--- config.mk ---
export PLATFORM = sky130hd
export DESIGN_NAME = seq_det_ctrl_flat
export DESIGN_NICKNAME = d
export VERILOG_FILES = /design/src/rtl/seq_det_ctrl_if.sv /design/src/rtl/seq_det_ctrl.sv /design/src/flat_wrapper.sv
export SDC_FILE = /design/constraint.sdc
export NUM_CORES = 1
export LEC_CHECK = 0
export CAP_MARGIN = 30
export CORE_MARGIN = 8
export CORE_UTILIZATION = 51
export CTS_CLUSTER_SIZE = 14
export DETAILED_ROUTE_END_ITERATION = 12
export PLACE_DENSITY_LB_ADDON = 0.15
export SLEW_MARGIN = 5
export SYNTH_ARGS = -nofsm -noshare
export SYNTH_HDL_FRONTEND = slang
export SYNTH_SLANG_ARGS = --single-unit
--- constraint.sdc ---
create_clock -name clk -period 2.9 [get_ports clk]
set_input_delay 0.87 -clock clk [delete_from_list [all_inputs] [get_ports clk]]
set_output_delay 0.87 -clock clk [all_outputs]
set_load 0.05 [all_outputs]
--- src/rtl/seq_det_ctrl_if.sv ---
// Configuration, run-control, serial data and result signals of the sequence detector.
interface seq_det_ctrl_if #(
    parameter int unsigned MAX_LEN = 8,
    parameter int unsigned CNT_W   = 8
);
    logic               cfg_valid;
    logic               cfg_ready;
    logic [MAX_LEN-1:0] cfg_pattern;
    logic [3:0]         cfg_len;
    logic               cfg_overlap;
    logic               cfg_err;
    logic               start;
    logic               stop;
    logic               din_valid;
    logic               din;
    logic               match;
    logic [CNT_W-1:0]   match_count;
    logic               busy;

    modport master (
        output cfg_valid, cfg_pattern, cfg_len, cfg_overlap, start, stop, din_valid, din,
        input  cfg_ready, cfg_err, match, match_count, busy
    );

    modport slave (
        input  cfg_valid, cfg_pattern, cfg_len, cfg_overlap, start, stop, din_valid, din,
        output cfg_ready, cfg_err, match, match_count, busy
    );
endinterface

--- src/rtl/seq_det_ctrl.sv ---
// Configurable serial pattern detector: latches a pattern in IDLE, counts matches
// on the qualified bit stream in RUN, with overlapping or non-overlapping detection.
module seq_det_ctrl #(
    parameter int unsigned MAX_LEN = 8,
    parameter int unsigned CNT_W   = 8
) (
    input  logic          clk,
    input  logic          rst,
    seq_det_ctrl_if.slave bus
);
    localparam int unsigned FILL_W = $clog2(MAX_LEN + 1);

    typedef enum logic {
        IDLE = 1'b0,
        RUN  = 1'b1
    } state_e;

    state_e             state_q, state_d;
    logic [MAX_LEN-1:0] pat_q, pat_d;
    logic [3:0]         len_q, len_d;
    logic               ovl_q, ovl_d;
    logic               cfgd_q, cfgd_d;
    logic [MAX_LEN-1:0] hist_q, hist_d;
    logic [FILL_W-1:0]  fill_q, fill_d;
    logic [CNT_W-1:0]   cnt_q, cnt_d;
    logic               match_q, match_d;
    logic               err_q, err_d;

    logic               cfg_legal;
    logic [MAX_LEN-1:0] len_mask;
    logic [MAX_LEN-1:0] hist_nxt;
    logic [FILL_W-1:0]  fill_inc;
    logic               hit;

    // Compare window and next-bit view of history/fill, shared by the FSM below
    always_comb begin
        cfg_legal = (bus.cfg_len != 4'd0) && (32'(bus.cfg_len) <= MAX_LEN);
        for (int unsigned i = 0; i < MAX_LEN; i++) begin
            len_mask[i] = (32'(i) < 32'(len_q));
        end
        hist_nxt = MAX_LEN'({hist_q, bus.din});
        fill_inc = (32'(fill_q) < MAX_LEN) ? (fill_q + FILL_W'(1)) : fill_q;
        hit      = (32'(fill_inc) >= 32'(len_q)) &&
                   ((hist_nxt & len_mask) == (pat_q & len_mask));
    end

    always_comb begin
        state_d = state_q;
        pat_d   = pat_q;
        len_d   = len_q;
        ovl_d   = ovl_q;
        cfgd_d  = cfgd_q;
        hist_d  = hist_q;
        fill_d  = fill_q;
        cnt_d   = cnt_q;
        match_d = 1'b0;
        err_d   = 1'b0;

        case (state_q)
            IDLE: begin
                if (bus.cfg_valid) begin
                    if (cfg_legal) begin
                        pat_d  = bus.cfg_pattern;
                        len_d  = bus.cfg_len;
                        ovl_d  = bus.cfg_overlap;
                        cfgd_d = 1'b1;
                    end else begin
                        err_d = 1'b1;
                    end
                end
                // Start qualifies on the flag as it stood before this cycle's offer
                if (bus.start && cfgd_q) begin
                    state_d = RUN;
                    cnt_d   = '0;
                    hist_d  = '0;
                    fill_d  = '0;
                end
            end
            RUN: begin
                if (bus.stop) begin
                    state_d = IDLE;
                end else if (bus.din_valid) begin
                    hist_d = hist_nxt;
                    fill_d = fill_inc;
                    if (hit) begin
                        match_d = 1'b1;
                        if (cnt_q != {CNT_W{1'b1}}) cnt_d = cnt_q + CNT_W'(1);
                        if (!ovl_q) fill_d = '0;
                    end
                end
            end
            default: state_d = IDLE;
        endcase
    end

    always_ff @(posedge clk) begin
        if (rst) begin
            state_q <= IDLE;
            pat_q   <= '0;
            len_q   <= '0;
            ovl_q   <= 1'b0;
            cfgd_q  <= 1'b0;
            hist_q  <= '0;
            fill_q  <= '0;
            cnt_q   <= '0;
            match_q <= 1'b0;
            err_q   <= 1'b0;
        end else begin
            state_q <= state_d;
            pat_q   <= pat_d;
            len_q   <= len_d;
            ovl_q   <= ovl_d;
            cfgd_q  <= cfgd_d;
            hist_q  <= hist_d;
            fill_q  <= fill_d;
            cnt_q   <= cnt_d;
            match_q <= match_d;
            err_q   <= err_d;
        end
    end

    assign bus.cfg_ready   = (state_q == IDLE);
    assign bus.busy        = (state_q == RUN);
    assign bus.match       = match_q;
    assign bus.cfg_err     = err_q;
    assign bus.match_count = cnt_q;
endmodule

--- src/flat_wrapper.sv ---
// flat-port wrapper written by rule: the top's interface ports become plain ports
module seq_det_ctrl_flat 
#(
    parameter int unsigned MAX_LEN = 8,
    parameter int unsigned CNT_W   = 8
)
  (clk, rst, bus_cfg_valid, bus_cfg_pattern, bus_cfg_len, bus_cfg_overlap, bus_start, bus_stop, bus_din_valid, bus_din, bus_cfg_ready, bus_cfg_err, bus_match, bus_match_count, bus_busy);
  seq_det_ctrl_if #(.MAX_LEN(MAX_LEN), .CNT_W(CNT_W)) bus_i ();
  input  logic clk;
  input  logic rst;
  input wire logic [$bits(bus_i.cfg_valid)-1:0] bus_cfg_valid;
  input wire logic [$bits(bus_i.cfg_pattern)-1:0] bus_cfg_pattern;
  input wire logic [$bits(bus_i.cfg_len)-1:0] bus_cfg_len;
  input wire logic [$bits(bus_i.cfg_overlap)-1:0] bus_cfg_overlap;
  input wire logic [$bits(bus_i.start)-1:0] bus_start;
  input wire logic [$bits(bus_i.stop)-1:0] bus_stop;
  input wire logic [$bits(bus_i.din_valid)-1:0] bus_din_valid;
  input wire logic [$bits(bus_i.din)-1:0] bus_din;
  output wire logic [$bits(bus_i.cfg_ready)-1:0] bus_cfg_ready;
  output wire logic [$bits(bus_i.cfg_err)-1:0] bus_cfg_err;
  output wire logic [$bits(bus_i.match)-1:0] bus_match;
  output wire logic [$bits(bus_i.match_count)-1:0] bus_match_count;
  output wire logic [$bits(bus_i.busy)-1:0] bus_busy;
  assign bus_i.cfg_valid = bus_cfg_valid;
  assign bus_i.cfg_pattern = bus_cfg_pattern;
  assign bus_i.cfg_len = bus_cfg_len;
  assign bus_i.cfg_overlap = bus_cfg_overlap;
  assign bus_i.start = bus_start;
  assign bus_i.stop = bus_stop;
  assign bus_i.din_valid = bus_din_valid;
  assign bus_i.din = bus_din;
  assign bus_cfg_ready = bus_i.cfg_ready;
  assign bus_cfg_err = bus_i.cfg_err;
  assign bus_match = bus_i.match;
  assign bus_match_count = bus_i.match_count;
  assign bus_busy = bus_i.busy;
  seq_det_ctrl #(.MAX_LEN(MAX_LEN), .CNT_W(CNT_W)) u_core (.clk(clk), .rst(rst), .bus(bus_i));
endmodule
# --- Yosys cells after proc, flatten, opt, wreduce, memory -nomap -nowiden ---
# Cells that the tools add are included.
word_totals:
  reg_bits: 36
  in_bits: 20
  output_inout_bits: 12
  wordCells: 65
classes:
  addsub: 2
  magnitude_cmp: 11
  n_eq_ne: 7
  n_mux: 21
  bitwise: 5
  n_reduce_logical: 9
op_table:
  columns: ["op", "n"]
  rows:
  - ["2-to-1 mux 8 bit", 5]
  - ["2-to-1 mux 4 bit", 6]
  - ["AND 8 bit", 2]
  - ["< comparator 3 x 4 -> 1 bit (first input constant)", 4]
  - ["one-hot mux 8 bit (2 select lines)", 1]
  - ["2-to-1 mux 7 bit", 2]
  - ["one-hot mux 7 bit (2 select lines)", 1]
  - ["adder 8 x 1 -> 8 bit (second input constant)", 1]
  - ["== test 8 bit", 1]
  - ["< comparator 1 x 4 -> 1 bit (first input constant)", 2]
  - ["< comparator 2 x 4 -> 1 bit (first input constant)", 2]
  - ["!= test 2 bit (second input constant)", 4]
  - ["!= test 8 bit (second input constant)", 1]
  - ["one-hot mux 4 bit (2 select lines)", 1]
  - ["AND reduction 3 bit", 2]
  - ["AND reduction 5 bit", 1]
  - ["adder 4 x 1 -> 4 bit (second input constant)", 1]
  - [">= comparator 4 bit", 1]
  - ["<= comparator 4 bit (second input constant)", 1]
  - ["< comparator 4 bit (second input constant)", 1]
  - ["2-to-1 mux 1 bit", 4]
  - ["nonzero test 4 bit", 1]
  - ["OR reduction 4 bit", 1]
  - ["logical AND 1 bit", 3]
  - ["other kinds (4)", 6]

# --- Logic depth before layout (Yosys ltp) ---
# Gate-level depths: netlist (run 1).
depth:
  ltp_word: 8
  mapped_depth: 10
  ltp_nobuf: 9

# --- Least setup slack after synthesis (run 1) ---
# No wires, ideal clock.
synth_path:
  path_type: "reg-to-reg"
  startpoint: "reg u_core.fill_q[0]"
  endpoint: "reg u_core.fill_q[3]"
  setup_ns: 0.117
  arrival_time_ns: 2.204
  required_time_ns: 2.783
  path_slack_ns: 0.578
  stages_incl_launch_ff: 9
  period_less_slack_ns: 2.322
  path_cell_list: "dfxtp_1 ha_1 mux2_2 ha_1 o21ai_0 a221oi_2 nand4_2 or2_2 a32o_1"
synth_between:
  elab_chain_cells: 8
synth_rtl:
  columns: ["item", "line", "rtl"]
  rows:
  - ["from (decl)", "seq_det_ctrl.sv:24", "logic [FILL_W-1:0] fill_q, fill_d;"]
  - ["from (signal assigned)", "seq_det_ctrl.sv:115", "fill_q <= fill_d;"]
  - ["adder 4 x 1 -> 4 bit / < comparator 4 bit (equally long branches)", "seq_det_ctrl.sv:42", "fill_inc = (32'(fill_q) < MAX_LEN) ? (fill_q + FILL_W'(1)) : fill_q;"]
  - ["2-to-1 mux 4 bit *", "seq_det_ctrl.sv:42", null]
  - [">= comparator 4 bit", "seq_det_ctrl.sv:43", "hit = (32'(fill_inc) >= 32'(len_q)) &&"]
  - ["logical AND 1 bit", "seq_det_ctrl.sv:43", null]
  - ["2-to-1 mux 4 bit *", "seq_det_ctrl.sv:85", "if (hit) begin"]
  - ["2-to-1 mux 4 bit *", "seq_det_ctrl.sv:82", "end else if (bus.din_valid) begin"]
  - ["2-to-1 mux 4 bit *", "seq_det_ctrl.sv:80", "if (bus.stop) begin"]
  - ["one-hot mux 4 bit (2 select lines) *", "seq_det_ctrl.sv:59", "case (state_q)"]
# Mark *: on every way between the ends. The rest lies on a longest branch, timed or not. The select of a mux whose other input is x is not followed.
# A chain may end at the register's enable or synchronous reset.

# --- Worst setup path after layout (run 1) ---
layout_path:
  startpoint: "reg u_core.state_q (netlist: u_core.bus.busy)"
  endpoint: "out bus_cfg_ready"
layout_between:
  elab_chain_cells: 1
layout_rtl:
  columns: ["item", "line", "rtl"]
  rows:
  - ["from (decl)", "seq_det_ctrl.sv:18", "state_e state_q, state_d;"]
  - ["from (signal assigned)", "seq_det_ctrl.sv:109", "state_q <= state_d;"]
  - ["inverter 1 bit (no source line)", null, null]
  - ["to (decl)", "flat_wrapper.sv:19", "output wire logic [$bits(bus_i.cfg_ready)-1:0] bus_cfg_ready;"]
# No other way between the ends.

==> results of run 1 <==
## layout make-up
type / count / area [sq um]
fill: 304 / 1160
multi-input combinational: 145 / 960
sequential: 36 / 721
timing repair buffer: 35 / 340
tap: 46 / 57.6
clock buffer: 6 / 41.3
inverter: 7 / 26.3
clock inverter: 1 / 5.00
## where the power goes
group	switching [W]	internal, W	total, W
combinational	0.0000756	0.0000671	0.000143
sequential	0.0000130	0.000507	0.000520
clock	0.000161	0.0000894	0.000251
## critical path, stage by stage (launching register included)
cell and delay (ns):
dfxtp_1 0.57, inv_1 0.23, clkdlybuf4s50_1 0.75
## layer usage
layer	up-vias	GRT usage, %
met3	7	4.31
met2	30	29.6
met1	744	17.7
met4	0	5.87
li1	768	-
met5	-	0
## flip-flops by register name, summed over array words and instances, names as in the netlist
register and cells:
u_core.bus.busy 1, u_core.bus.cfg_err 1, u_core.bus.match 1, u_core.bus.match_count 8, u_core.cfgd_q 1, u_core.fill_q 4
u_core.hist_q 7, u_core.len_q 4, u_core.ovl_q 1, u_core.pat_q 8
## per-stage QoR
step	worst slack, ns	util, %
floorplan	0.578	-
global placement	0.134	63.6
detailed placement	0.0379	63.6
CTS	0.134	65.0
global route	0.0423	65.0
finish	0.135	65.0
## how the worst max path moves through the flow
stage,from,end,slack [ns],depth (start not counted)
2_1_floorplan,u_core.fill_q[0]$_SDFFE_PP0P_,u_core.fill_q[3]$_SDFFE_PP0P_,0.58,8
3_3_place_gp,bus_din,u_core.bus.match_count[2]$_SDFFE_PP0P_,0.13,8
3_5_place_dp,bus_din,u_core.bus.match_count[5]$_SDFFE_PP0P_,0.04,8
4_1_cts,u_core.bus.busy$_SDFF_PP0_,bus_cfg_ready,0.13,2
5_1_grt,u_core.bus.busy$_SDFF_PP0_,bus_cfg_ready,0.04,2
6_report,u_core.bus.busy$_SDFF_PP0_,bus_cfg_ready,0.14,2
## Yosys cell counts (all sizes together)
cell type / number
a211oi: 1
a21oi: 17
a221oi: 1
a22o: 1
a31o: 1
a31oi: 2
a32o: 3
a41oi: 1
and2: 3
and2b: 1
and3: 2
buf: 4
clkbuf: 3
dfxtp: 36
ha: 6
inv: 7
mux2: 1
mux2i: 13
nand2: 15
nand2b: 2
nand3: 11
nand3b: 1
nand4: 3
nor2: 17
nor3: 4
nor3b: 1
nor4: 1
nor4b: 2
o211ai: 2
o21ai: 12
o22ai: 2
or2: 1
or3: 6
or4b: 1
xnor2: 6
xor2: 5
## cells by family after synthesis
kind of cell	Yosys count	synth area share, %
compound gates	43	15.6
xor+xnor	11	5.53
fa+ha+maj	6	4.31
buf+inv	14	3.59
flops	36	41.3
mux	14	8.11
simple gates	71	21.5
## cells in the final DEF, fill, tap and decap left out, drive strengths merged, types with 7 or more instances in the layout
master,instances
a21oi,17
clkdlybuf4s50,31
dfxtp,36
inv,7
mux2i,13
nand2,15
nand3,11
nor2,17
o21ai,12
==> impl_metrics.csv, run 1 <==
group,metric,value,unit
placed_design,dpl.hpwl,3.25,mm
hold_path,hold_end,"u_core.hist_q[6]$_SDFFE_PP0P_",
clocking,post_cts_buffers,0,
clocking,cts_buffer_depth,2,
sta,maxSlewViolCount,0,
routing,drc,0,
clocking,ctsHoldBuffers,0,
logic_synthesis,ys_top_cells_by_area,"dfxtp_1, mux2i_1, a21oi_1",
floorplan,design.core.area,3310,sq um
setup_path,r2r-start,"u_core.fill_q[0]$_SDFFE_PP0P_",
placed_design,place.gp.congestion,0.808,
global_routing,grt_use_total,16.4,%
logic_synthesis,seq_area_frac_synth,41.3,%
clocking,clkLatencyLatePin,0.33,ns
sta,worstMarginPinSlew,0.622,ns
sta,finalSetupTns,0,ns
setup_path,cp.required,2.03,ns
sta,worst_hold_slack,0.475,ns
routing,firstDrtPassIters,4,
floorplan,dieWidth,74.5,um
power_and_ir_drop,p_per_area,425,nW/um^2
setup_path,arrival,1.89,ns
hold_path,hp-start,"u_core.hist_q[6]$_SDFFE_PP0P_",
final_layout,final_area,2150,sq um
setup_path,end_kind,"output port",
routing,postRouteAntennaNets,0,
run_status,status,"finished clean",
sta,finalClockSkew,0.00969,ns
routing,vias_per_cell,5.61,
floorplan,die_h,74.5,um
sta,rsz0062_at_grt,"false",
logic_synthesis,synth_top_area_cell,"dfxtp_1",
setup_path,critPathMaxFanout,11,
clocking,root_buffer,"clkbuf_4",
setup_path,critPathLaunchType,"register",
placed_design,port_buffers,31,
routing,wl_met2,2.20,mm
clocking,cts_tree,"built",
sta,period_needed,2.76,ns
power_and_ir_drop,ir_worst_vdd,0.253,mV
logic_synthesis,yosysUniqueCellTypes,41,
final_layout,insertedDiodeCount,0,
floorplan,die-area,5540,sq um
sta,setup_viol,0,
clocking,clkSlewWorstSetupHoldPaths,0.11,ns
global_routing,grt_pass1_vias,1557,
clocking,clock-sinks,36,
routing,num_vias,1549,
logic_synthesis,yosysWarnings,0,
placed_design,place_inst,269,
final_layout,final_nets,256,
routing,drt_iter0_markers,107,
power_and_ir_drop,total_power,0.000914,W
global_routing,antenna_found_initial,0,
logic_synthesis,syn_nets,221,
global_routing,grt_overflow_total,0,
job,cap_viol_max_count,0,
setup_path,path_class,"reg -> out",
setup_path,reg2reg_slack,0.23,ns
final_layout,instances_no_fill,276,
sta,fmax,0.362,GHz
placed_design,placed_area,2100,sq um
floorplan,pin_count,32,
clocking,cts-resized-gates,0,
global_routing,grt_pass1_wl,7.04,mm
floorplan,num_rows,21,
clocking,cts_buffers,5,
logic_synthesis,synth-seq-cells,36,
final_layout,layout-drive-gt1-share,9.13,%
hold_path,min_path_cells,2,
clocking,htreeDepth,2,
routing,post_drt_wl_per_cell,15.2,um
setup_path,rr_endpoint,"u_core.bus.match_count[5]$_SDFFE_PP0P_",
routing,drt-met1-wl,1.77,mm
sta,timing.final.hold_violations,0,
routing,wl_met3,176,um
logic_synthesis,netlist_instances,195,
sta,relSlewSlack,58.4,%
floorplan,initial_core_util,52.6,%
global_routing,grt_max_degree,18,
routing,maxUsedRoutingLayer,"met4",
power_and_ir_drop,cellLeakagePower,0.786,nW
hold_path,min_path_type,"reg -> reg",
logic_synthesis,synth.top_cell.area_share,41.3,%
final_layout,area_growth,23.4,%
logic_synthesis,syn_area,1740,sq um
sta,finalCritPeriodShare,95.3,%
logic_synthesis,syn_area_per_cell,8.94,sq um
routing,wirelength,4.20,mm
setup_path,ff2ff_path_depth,9,
Power figures use the tool's default switching activity.
==> inputs of run 2 (changes only) <==
Settings changed: CORE_ASPECT_RATIO set to 2, PLACE_DENSITY set to 0.79, PLACE_DENSITY_LB_ADDON 0.15 to unset.
==> run 2 against run 1 <==
Effect of this change:
- via count barely moved
- first-iteration DRC count is 69% lower
- largest power group unchanged
- final area up 2.4%
- setup slack better by 0.15 ns
- routed wire length is 1.4% lower
- count of clock-buffer cells in the layout unchanged
- die area grew 2.0%
==> impl_metrics.csv, run 2 (synthesized netlist as in run 1, its figures left out) <==
group,metric,value,unit
final_layout,final_nets,258,
sta,rsz0062_at_grt,"false",
sta,fmax,0.382,GHz
global_routing,grt_pass1_vias,1654,
global_routing,grt_use_met3,3.13,%
floorplan,design.core.area,3340,sq um
sta,finalSetupTns,0,ns
floorplan,die_h,98.7,um
global_routing,grt_use_total,15.7,%
clocking,cts-resized-gates,0,
floorplan,dieWidth,57.3,um
sta,worstMarginPinSlew,0.637,ns
clocking,cts_tree,"built",
sta,setup_viol,0,
setup_path,cp.required,3.08,ns
routing,postRouteAntennaNets,0,
sta,finalClockSkew,0.00938,ns
global_routing,grt_use_met2,30.6,%
setup_path,critPathMaxFanout,15,
clocking,htreeDepth,2,
setup_path,critPathLaunchType,"register",
final_layout,insertedDiodeCount,0,
sta,timing.final.hold_violations,0,
final_layout,final_cell_mix,"dfxtp_1, clkdlybuf4s50_1, a21oi_1, nor2_1, nand2_1",
floorplan,pin_count,32,
power_and_ir_drop,p_per_area,469,nW/um^2
global_routing,grt_max_degree,18,
floorplan,num_rows,30,
routing,vias_per_cell,5.84,
job,cap_viol_max_count,0,
run_status,status,"finished clean",
setup_path,slowest_stage,"dfxtp_1",
routing,firstDrtPassIters,4,
clocking,post_cts_buffers,0,
setup_path,end_kind,"register",
final_layout,final_area,2200,sq um
final_layout,fillCellCount,288,
final_layout,multiInputGateArea,968,sq um
placed_design,placed_area,2100,sq um
setup_path,path_class,"reg -> reg",
setup_path,reg2reg_slack,0.28,ns
final_layout,layout-drive-gt1-share,10.7,%
placed_design,port_buffers,31,
sta,relSlewSlack,57.4,%
clocking,root_buffer,"clkbuf_8",
setup_path,path_cells,"ha_1 > mux2_2 > ha_1 > o21ai_0 > a221oi_2 > nand4_4 > or2_2 > a32o_1",
clocking,cts_buffer_depth,2,
sta,period_needed,2.62,ns
clocking,ctsHoldBuffers,0,
sta,maxSlewViolCount,0,
routing,drt_iter0_markers,33,
clocking,clkSlewWorstSetupHoldPaths,0.08,ns
final_layout,regArea,721,sq um
placed_design,dpl.hpwl,3.35,mm
floorplan,initial_core_util,52.2,%
power_and_ir_drop,cellLeakagePower,0.822,nW
power_and_ir_drop,ir_worst_vdd,0.337,mV
setup_path,arrival,2.80,ns
routing,wirelength,4.14,mm
clocking,clock-sinks,36,
routing,post_drt_wl_per_cell,15.6,um
setup_path,cp_common_cell,"ha_1",
sta,finalCritPeriodShare,90.3,%
setup_path,crit_path_max_incr_delay,0.41,ns
global_routing,grt_pass1_wl,7.03,mm
global_routing,gr-max-usage-layer,"met2",
global_routing,grt_overflow_total,0,
floorplan,die-area,5660,sq um
global_routing,use_met1,12.7,%
clocking,cts_buffers,5,
final_layout,final_common_cell,"dfxtp_1",
final_layout,area_growth,26.4,%
hold_path,min_path_type,"reg -> reg",
routing,num_vias,1548,
placed_design,place.gp.congestion,0.878,
global_routing,antenna_found_initial,0,
routing,drc,0,
clocking,clkLatencyLatePin,0.29,ns
-- run 2: cell types whose count changed in the layout (fill, tap and decap cells not counted), sizes merged --
cell and change:
buf +2, clkinv +1
-- run 2: path summary, 6_finish.rpt --
path	startpoint	end	depth (start not counted)
worst max-delay path	u_core.fill_q[0]$_SDFFE_PP0P_	u_core.fill_q[2]$_SDFFE_PP0P_	8
worst max register to register	u_core.fill_q[0]$_SDFFE_PP0P_	u_core.fill_q[2]$_SDFFE_PP0P_	8
worst min-delay path	u_core.hist_q[6]$_SDFFE_PP0P_	u_core.hist_q[6]$_SDFFE_PP0P_	2
worst min register to register	u_core.hist_q[6]$_SDFFE_PP0P_	u_core.hist_q[6]$_SDFFE_PP0P_	2
-- run 2: per-layer routing --
layer / part of all wire (%) / vias to the layer above / wire length, um
met3: 4.0 / 15 / 164
met2: 57 / 43 / 2360
met4: 5.3 / 0 / 221
met5: 0 / - / 0
met1: 34 / 719 / 1390
li1: - / 771 / -
-- run 2: power breakdown --
part	internal [W]	switching, W
Clock	0.000189	0.000176
Sequential	0.000507	0.0000138
Combinational	0.0000706	0.0000758
Total	0.000767	0.000266
-- run 2: cell type report --
cell class | instances | share of cell area, %
timing repair buffer | 37 | 16.1
clock buffer | 6 | 3.75
tap | 32 | 1.82
multi-input combinational | 145 | 44.0
clock inverter | 2 | 0.454
inverter | 7 | 1.19
sequential | 36 | 32.7
-- run 2: critical path: cells and delay by family (launching register included) --
kind	cells	cell delay [ns]
adder cells (fa/ha/maj)	2	0.52
flip-flops	1	0.41
multiplexers	1	0.27
AND/OR/NAND/NOR	2	0.61
AO/OA/AOI/OAI	3	0.69
-- run 2: per-stage QoR --
stage / hold WS, ns / std cells / util, % / power, W / setup slack (ns)
after global placement: 0.455 / 257 / 62.9 / 0.000673 / 0.0590
after global routing: 0.512 / 265 / 66.0 / 0.00107 / 0.0977
final: 0.465 / 265 / 66.0 / 0.00103 / 0.282
after detailed placement: 0.457 / 257 / 62.9 / 0.000675 / 0.0317
after CTS: 0.466 / 265 / 65.7 / 0.00104 / 0.216
after floorplan: 0.443 / 195 / - / 0.000620 / 0.578
==> inputs of run 3 (changes only) <==
Settings changed: CORE_ASPECT_RATIO 2 to 0.5.
==> run 3 against run 2 <==
Effect of this change:
- final cell count rose by 3.4%
- routed wire length fell by 4.1%
- sequential cell count did not move
- clock power fell by 1%
- register-to-register slack barely moved
- critical path type is now reg -> out
- critical endpoint is now bus_cfg_ready
- hold slack improved by 0.012 ns
- global-route usage fell by 1.6 points
- critical path depth fell by 6
- setup slack got worse by 0.034 ns
==> impl_metrics.csv, run 3 (synthesized netlist as in run 1, its figures left out) <==
group,metric,value,unit
floorplan,die-area,5660,sq um
sta,period_needed,2.65,ns
sta,rsz0062_at_grt,"false",
routing,vias_per_cell,5.56,
clocking,clkSlewWorstSetupHoldPaths,0.07,ns
clocking,clkLatencyLatePin,0.28,ns
setup_path,critPathMaxFanout,11,
routing,num_vias,1523,
sta,finalSetupTns,0,ns
clocking,clock-sinks,36,
floorplan,dieWidth,98.7,um
final_layout,layout-drive-gt1-share,9.48,%
global_routing,antenna_found_initial,0,
power_and_ir_drop,p_per_area,466,nW/um^2
final_layout,final_nets,257,
floorplan,pin_count,32,
run_status,status,"finished clean",
clocking,cts-resized-gates,0,
routing,wirelength,3.97,mm
power_and_ir_drop,ir_worst_vdd,0.281,mV
clocking,cts_tree,"built",
final_layout,final_cell_mix,"dfxtp_1, clkdlybuf4s50_1, a21oi_1, nor2_1, nand2_1",
final_layout,insertedDiodeCount,0,
sta,timing.final.hold_violations,0,
sta,fmax,0.377,GHz
global_routing,grt_pass1_vias,1429,
sta,finalClockSkew,0.00552,ns
routing,drt_iter0_markers,77,
global_routing,grt_use_total,14.2,%
sta,relSlewSlack,66.0,%
clocking,post_cts_buffers,0,
final_layout,regArea,721,sq um
clocking,root_buffer,"clkbuf_8",
clocking,ctsHoldBuffers,0,
final_layout,final_util,65.4,%
final_layout,final_common_cell,"dfxtp_1",
hold_path,min_path_type,"reg -> reg",
sta,finalCritPeriodShare,91.4,%
placed_design,port_buffers,31,
setup_path,critPathLaunchType,"register",
final_layout,fillCellCount,270,
global_routing,grt_overflow_total,0,
final_layout,multiInputGateArea,960,sq um
floorplan,die_h,57.3,um
global_routing,grt_max_degree,16,
placed_design,place.gp.congestion,0.807,
setup_path,end_kind,"output port",
clocking,cts_buffers,5,
floorplan,initial_core_util,51.9,%
final_layout,area_growth,26.1,%
sta,worstMarginPinSlew,0.508,ns
routing,drc,0,
sta,fin_ws,0.249,ns
sta,maxSlewViolCount,0,
sta,setup_viol,0,
placed_design,dpl.hpwl,2.92,mm
placed_design,pre_cts_ws,0.0618,ns
clocking,cts_buffer_depth,2,
floorplan,design.core.area,3360,sq um
setup_path,path_class,"reg -> out",
power_and_ir_drop,cellLeakagePower,0.808,nW
routing,firstDrtPassIters,4,
job,cap_viol_max_count,0,
routing,post_drt_wl_per_cell,14.5,um
floorplan,num_rows,15,
global_routing,grt_pass1_wl,6.62,mm
setup_path,arrival,1.78,ns
setup_path,cp.required,2.03,ns
clocking,htreeDepth,2,
routing,postRouteAntennaNets,0,
[run 3: cell count changes in the layout (fill, tap and decap cells not counted), sizes merged]
cell,before,now
buf,6,5
clkbuf,6,8
clkinv,2,0
[run 3: routing by layer]
metal / vias to the layer above / GRT usage (%) / wire length [um]
li1: 773 / - / -
met1: 709 / 17.3 / 1880
met2: 37 / 23.8 / 1870
met3: 4 / 4.00 / 194
met4: 0 / 4.54 / 35
met5: - / 0 / 0
[run 3: where the power goes]
group	leakage, nW	internal [W]	total (W)	switching (W)
clock	0.0455	0.000194	0.000361	0.000168
sequential	0.292	0.000507	0.000520	0.0000130
combinational	0.471	0.0000680	0.000143	0.0000748
total	0.808	0.000769	0.00102	0.000255
[run 3: layout make-up]
| type | instances | area share (%) |
|---|---|---|
| multi-input combinational | 145 | 43.7 |
| sequential | 36 | 32.8 |
| tap | 42 | 2.39 |
| clock buffer | 8 | 4.10 |
| inverter | 7 | 1.20 |
| timing repair buffer | 36 | 15.8 |
[run 3: final timing paths]
| check | startpoint | endpoint | slack, ns | depth (start not counted) |
|---|---|---|---|---|
| worst max-delay path | u_core.bus.busy$_SDFF_PP0_ | bus_cfg_ready | 0.25 | 2 |
| worst min-delay path | u_core.hist_q[6]$_SDFFE_PP0P_ | u_core.hist_q[6]$_SDFFE_PP0P_ | 0.48 | 2 |
| worst max register to register | u_core.fill_q[0]$_SDFFE_PP0P_ | u_core.bus.match_count[2]$_SDFFE_PP0P_ | 0.28 | 9 |
| worst min register to register | u_core.hist_q[6]$_SDFFE_PP0P_ | u_core.hist_q[6]$_SDFFE_PP0P_ | 0.48 | 2 |
[run 3: critical path, cell delays in order (launching register included)]
cell and delay [ns]:
dfxtp_1 0.56, inv_1 0.19, clkdlybuf4s50_1 0.75
[run 3: metrics by stage]
step           hold WS (ns)  instances  total power (W)  cell area (sq um)
2_1_floorplan         0.443        195         0.000620               1740
3_3_place_gp          0.455        266         0.000668               2110
3_5_place_dp          0.465        266         0.000673               2110
4_1_cts               0.474        274          0.00103               2200
5_1_grt               0.511        274          0.00107               2200
6_report              0.477        274          0.00102               2200
==> edit 1 (flow settings as in run 2) <==
Make the reset (`rst`) asynchronous in one clocked block.
--- a/src/rtl/seq_det_ctrl.sv
+++ b/src/rtl/seq_det_ctrl.sv
@@ -94,5 +94,5 @@
     end
 
-    always_ff @(posedge clk) begin
+    always_ff @(posedge clk or posedge rst) begin
         if (rst) begin
             state_q <= IDLE;
Check against the original RTL: differs if rst is asserted again (counterexample within 4 cycles, from zero or initial values and one cycle with rst high); with rst held inactive, the same outputs for 4 cycles.
==> edit 1 against run 2 <==
  * Setup slack lost 0.098 ns
  * Die area rose by 5.2%
  * Critical path depth increased by 3
  * Sequential cell count stayed put
  * Worst hold slack better by 0.047 ns
  * Synthesized area is 6.7% higher
  * Wire length is 12% higher
  * First-iteration DRC count increased by 12%
  * Sequential share of layout area grew 5.4 points
  * Utilization is 0.28 points higher
  * Cell area rose by 7.3%
Power is not compared: it rests on default switching activity, and its combinational part moved more than twofold at a synthesized area within 25%.
==> edit 1: results (changes against run 2) <==
status=finished, final reports clean; synth top area cells=dfrtp_1 (48%), mux2_2 (6.7%), ha_1 (4.0%); via count=1511 (-2.4%); Crit Path Category=register to register; Synth async-reset ratio=100% (+100 points); WL/cell=18.1 um (+16%); R2R Path End=u_core.bus.match_count[2]; Static Leak=1.07 nW; global-route wire length before repair=7780 um (+11%); hold_sp=u_core.cfgd_q; count leader, synth=dfrtp_1; Hold EP=u_core.cfgd_q; wire length on met3=218 um (+33%); fin nets=232 (-10%); grt met1 use=14.4% (+1.7 points); cell count of the worst reg-to-reg path=11 (+3); worst setup path start=u_core.fill_q[0]; clock root buffer=clkbuf_8; placed cell area=0.00224 sq mm (+6.4%); CP delay by family, top=simple AND/OR/NAND/NOR gates; GRT Total Usage=17.1% (+1.4 points); Fillers=314 (+9.0%); worst-margin pin slew=0.482 ns (-0.154 ns); Unique masters post-synth=44 (+7.3%); Syn. warnings=0 (unchanged); post-CTS setup buffer count=0 (unchanged); met2 routed WL=2800 um (+18%); Max stage delay on crit path=0.55 ns (+0.14 ns); CP max FO=13 (-2); largest net degree at the start of global routing=37 (+19); Final HPWL DP=3550 um (+5.9%); DR top layer=met4; M2 GR Usage=33.7% (+3.1 points); Commonest cells post-synth=dfrtp_1 (36), nand2_1 (12), mux2_2 (11), nor2_1 (10); htree depth=2 (unchanged); data arrival time of the critical path=2.90 ns (+0.10 ns); layout cells sized above 1=18.4% (+7.6 points); Psw=579 uW; clock skew=0.0123 ns (+0.00296 ns); IO buf count=31 (unchanged); met3 usage=3.82% (+0.68 points); Worst R2R Setup Slack=0.18 ns (-0.10 ns); routability cong.=0.844 (-3.9%); First DRT Iteration DRCs=37 (+12%); vias in the first global route=1659 (+0.30%); ant diodes=0 (unchanged); sequential cell area fraction in the yosys report=48.4% (+7.1 points); PD cells=718 mW/mm^2; clk sinks=36 (unchanged); TritonCTS buffer count=5 (unchanged); highest-delay cell along the critical path=or4_4; syn nets=195 (-12%); Hold Crit Depth=1 (-1); wl on met1=1420 um (+1.9%)
edit 1: logic make-up after synthesis:
family,count (synthesis),share of synthesized area (%)
AOI/OAI and AO/OA,35,14.1
xor gates and xnor gates,12,5.65
adders and majority gates,6,4.03
buffers and inverters,15,3.83
DFF,36,48.4
muxes,13,7.73
and+or+nand+nor,52,16.3
edit 1: stage by stage:
step / hold WS [ns] / worst slack [ns] / std cells / util (%)
after detailed placement: 0.498 / 0.0680 / 248 / 62.7
after floorplan: 0.456 / 0.209 / 169 / -
after CTS: 0.515 / 0.113 / 256 / 65.8
final: 0.512 / 0.184 / 256 / 66.2
after global placement: 0.471 / 0.115 / 248 / 62.7
after global routing: 0.535 / 0.0583 / 256 / 66.2
edit 1: layout make-up:
class                   count  area share, %
clock buffers               5           2.91
flip-flops and latches     36           38.1
inverters                   8           1.27
repair buffers             37           15.2
well taps                  49           2.59
multi-input cells         118           38.1
clock inverters             3           1.80
==> edit 2 (config.mk and constraints of run 2) <==
Without the edit above. `CNT_W` is set to 8 in 3 places; all go to 10.
--- a/src/rtl/seq_det_ctrl_if.sv
+++ b/src/rtl/seq_det_ctrl_if.sv
@@ -2,5 +2,5 @@
 interface seq_det_ctrl_if #(
     parameter int unsigned MAX_LEN = 8,
-    parameter int unsigned CNT_W   = 8
+    parameter int unsigned CNT_W   = 10
 );
     logic               cfg_valid;
--- a/src/rtl/seq_det_ctrl.sv
+++ b/src/rtl/seq_det_ctrl.sv
@@ -3,5 +3,5 @@
 module seq_det_ctrl #(
     parameter int unsigned MAX_LEN = 8,
-    parameter int unsigned CNT_W   = 8
+    parameter int unsigned CNT_W   = 10
 ) (
     input  logic          clk,
--- a/src/flat_wrapper.sv
+++ b/src/flat_wrapper.sv
@@ -3,5 +3,5 @@
 #(
     parameter int unsigned MAX_LEN = 8,
-    parameter int unsigned CNT_W   = 8
+    parameter int unsigned CNT_W   = 10
 )
   (clk, rst, bus_cfg_valid, bus_cfg_pattern, bus_cfg_len, bus_cfg_overlap, bus_start, bus_stop, bus_din_valid, bus_din, bus_cfg_ready, bus_cfg_err, bus_match, bus_match_count, bus_busy);
Interface: changed (resized bus_match_count); port bits go from 32 to 34. The function was not compared with the original's and may differ.
==> edit 2 against run 2 <==
  * Wire length increased by 6.2%
  * Sequential cell count increased by 2
  * Cell area increased by 10%
  * Global-route usage decreased by 0.11 points
  * Highest routed layer unchanged
  * Power increased by 1.2%
  * Combinational power increased by 16%
  * Clock power decreased by 10%
  * Synthesized area increased by 9.6%
  * Worst hold slack improved by 0.0064 ns
  * Utilization increased by 1.4 points
  * Count of clock-buffer cells in the layout increased by 1
  * Synthesized cell count increased by 13%
  * Setup slack got worse by 0.053 ns
==> edit 2: results (changes against run 2) <==
Relative slew margins=66.6% (+9.2 points); routability cong.=0.870 (-0.90%); post-CTS setup buffer count=0 (unchanged); TritonRoute pass-1 iters=4 (unchanged); Static Leak=0.881 nW (+7.2%); Mapped Cells=220 (+13%); clock skew=0.00373 ns (-0.00565 ns); hold_sp=u_core.hist_q[6]; max cap viols=0 (unchanged); Largest register FFs=10; worst min path class=register to register; IO buf count=33 (+6.5%); post-CTS sizing=0 (unchanged); Commonest cells post-synth=dfxtp_1 (38), nand2_1 (20), nor2_1 (19), a21oi_1 (18), mux2i_1 (17); R2R Path Start=u_core.fill_q[0]; largest net degree at the start of global routing=32 (+14); Syn. warnings=0 (unchanged); pre-CTS WS=0.00880 ns (-0.0229 ns); WL/cell=14.2 um (-8.9%); layout cells sized above 1=8.85% (-1.9 points); vias in the first global route=1737 (+5.0%); Max VDD drop=0.000369 V (+9.4%); Clock Path Buffers=2 (unchanged); CP max FO=7 (-8); ANT nets after route=0 (unchanged); fin nets=286 (+11%); Synth async-reset ratio=0% (unchanged); TritonCTS buffer count=5 (unchanged); status=finished, final reports clean; Fillers=315 (+9.4%); GRT Total Usage=15.6% (-0.11 points); Cells after DPL=302 (+18%); global-route wire length before repair=7400 um (+5.2%); syn nets=246 (+11%); sequential cell area fraction in the yosys report=39.8% (-1.5 points); htree depth=2 (unchanged); ant diodes=0 (unchanged); final WL=4400 um (+6.2%); routed vias/inst=5.49 (-6.0%); Unique masters post-synth=43 (+4.9%); First DRT Iteration DRCs=32 (-3.0%); synth top area cells=dfxtp_1 (40%), mux2i_1 (8.9%), a21oi_1 (4.7%); placed cell area=0.00235 sq mm (+12%); Final HPWL DP=3480 um (+3.8%)
## edit 2: final cells by class
class,count,area (sq um),share of cell area [%]
Tap cell,49,61.3,2.52
Multi-Input combinational cell,164,1080,44.5
Timing Repair Buffer,44,425,17.5
Sequential cell,38,761,31.3
Inverter,7,26.3,1.08
Clock buffer,7,76.3,3.14
## edit 2: final timing paths
check	slack, ns	to	cells after the start
worst max register to register	0.23	u_core.bus.match_count[3]	9
worst min register to register	0.47	u_core.hist_q[6]	2
worst max-delay path	0.23	u_core.bus.match_count[3]	9
worst min-delay path	0.47	u_core.hist_q[6]	2
## edit 2: worst max-delay path, stage by stage, from the launching register on
cell and delay, ns:
dfxtp_1 0.32, ha_1 0.28, mux2_2 0.28, ha_1 0.28, a2111oi_1 0.07, buf_4 0.14
a2111oi_4 0.35, o211ai_2 0.21, or4_1 0.53, a21oi_1 0.14
## edit 2: logic make-up (layout without fill, tap and decap cells)
logic type	Yosys count	in the layout	share of synthesized area, %
simple gates	86	86	21.9
compound gates	43	43	16.2
flops	38	38	39.8
mux	18	18	9.50
buf+inv	18	58	3.60
xor+xnor	11	11	5.04
fa+ha+maj	6	6	3.93
## edit 2: per-layer routing
layer / global-route usage [%] / wire length [um] / vias to the layer above
li1: - / - / 862
met1: 13.5 / 1610 / 795
met2: 32.1 / 2560 / 34
met3: 2.88 / 163 / 6
met4: 6.31 / 65 / 0
met5: 0 / 0 / -
## edit 2: power breakdown
group	switching (mW)	internal [mW]	total (mW)
combinational	0.0864	0.0824	0.169
clock	0.164	0.165	0.329
sequential	0.0129	0.535	0.548
total	0.263	0.783	1.05
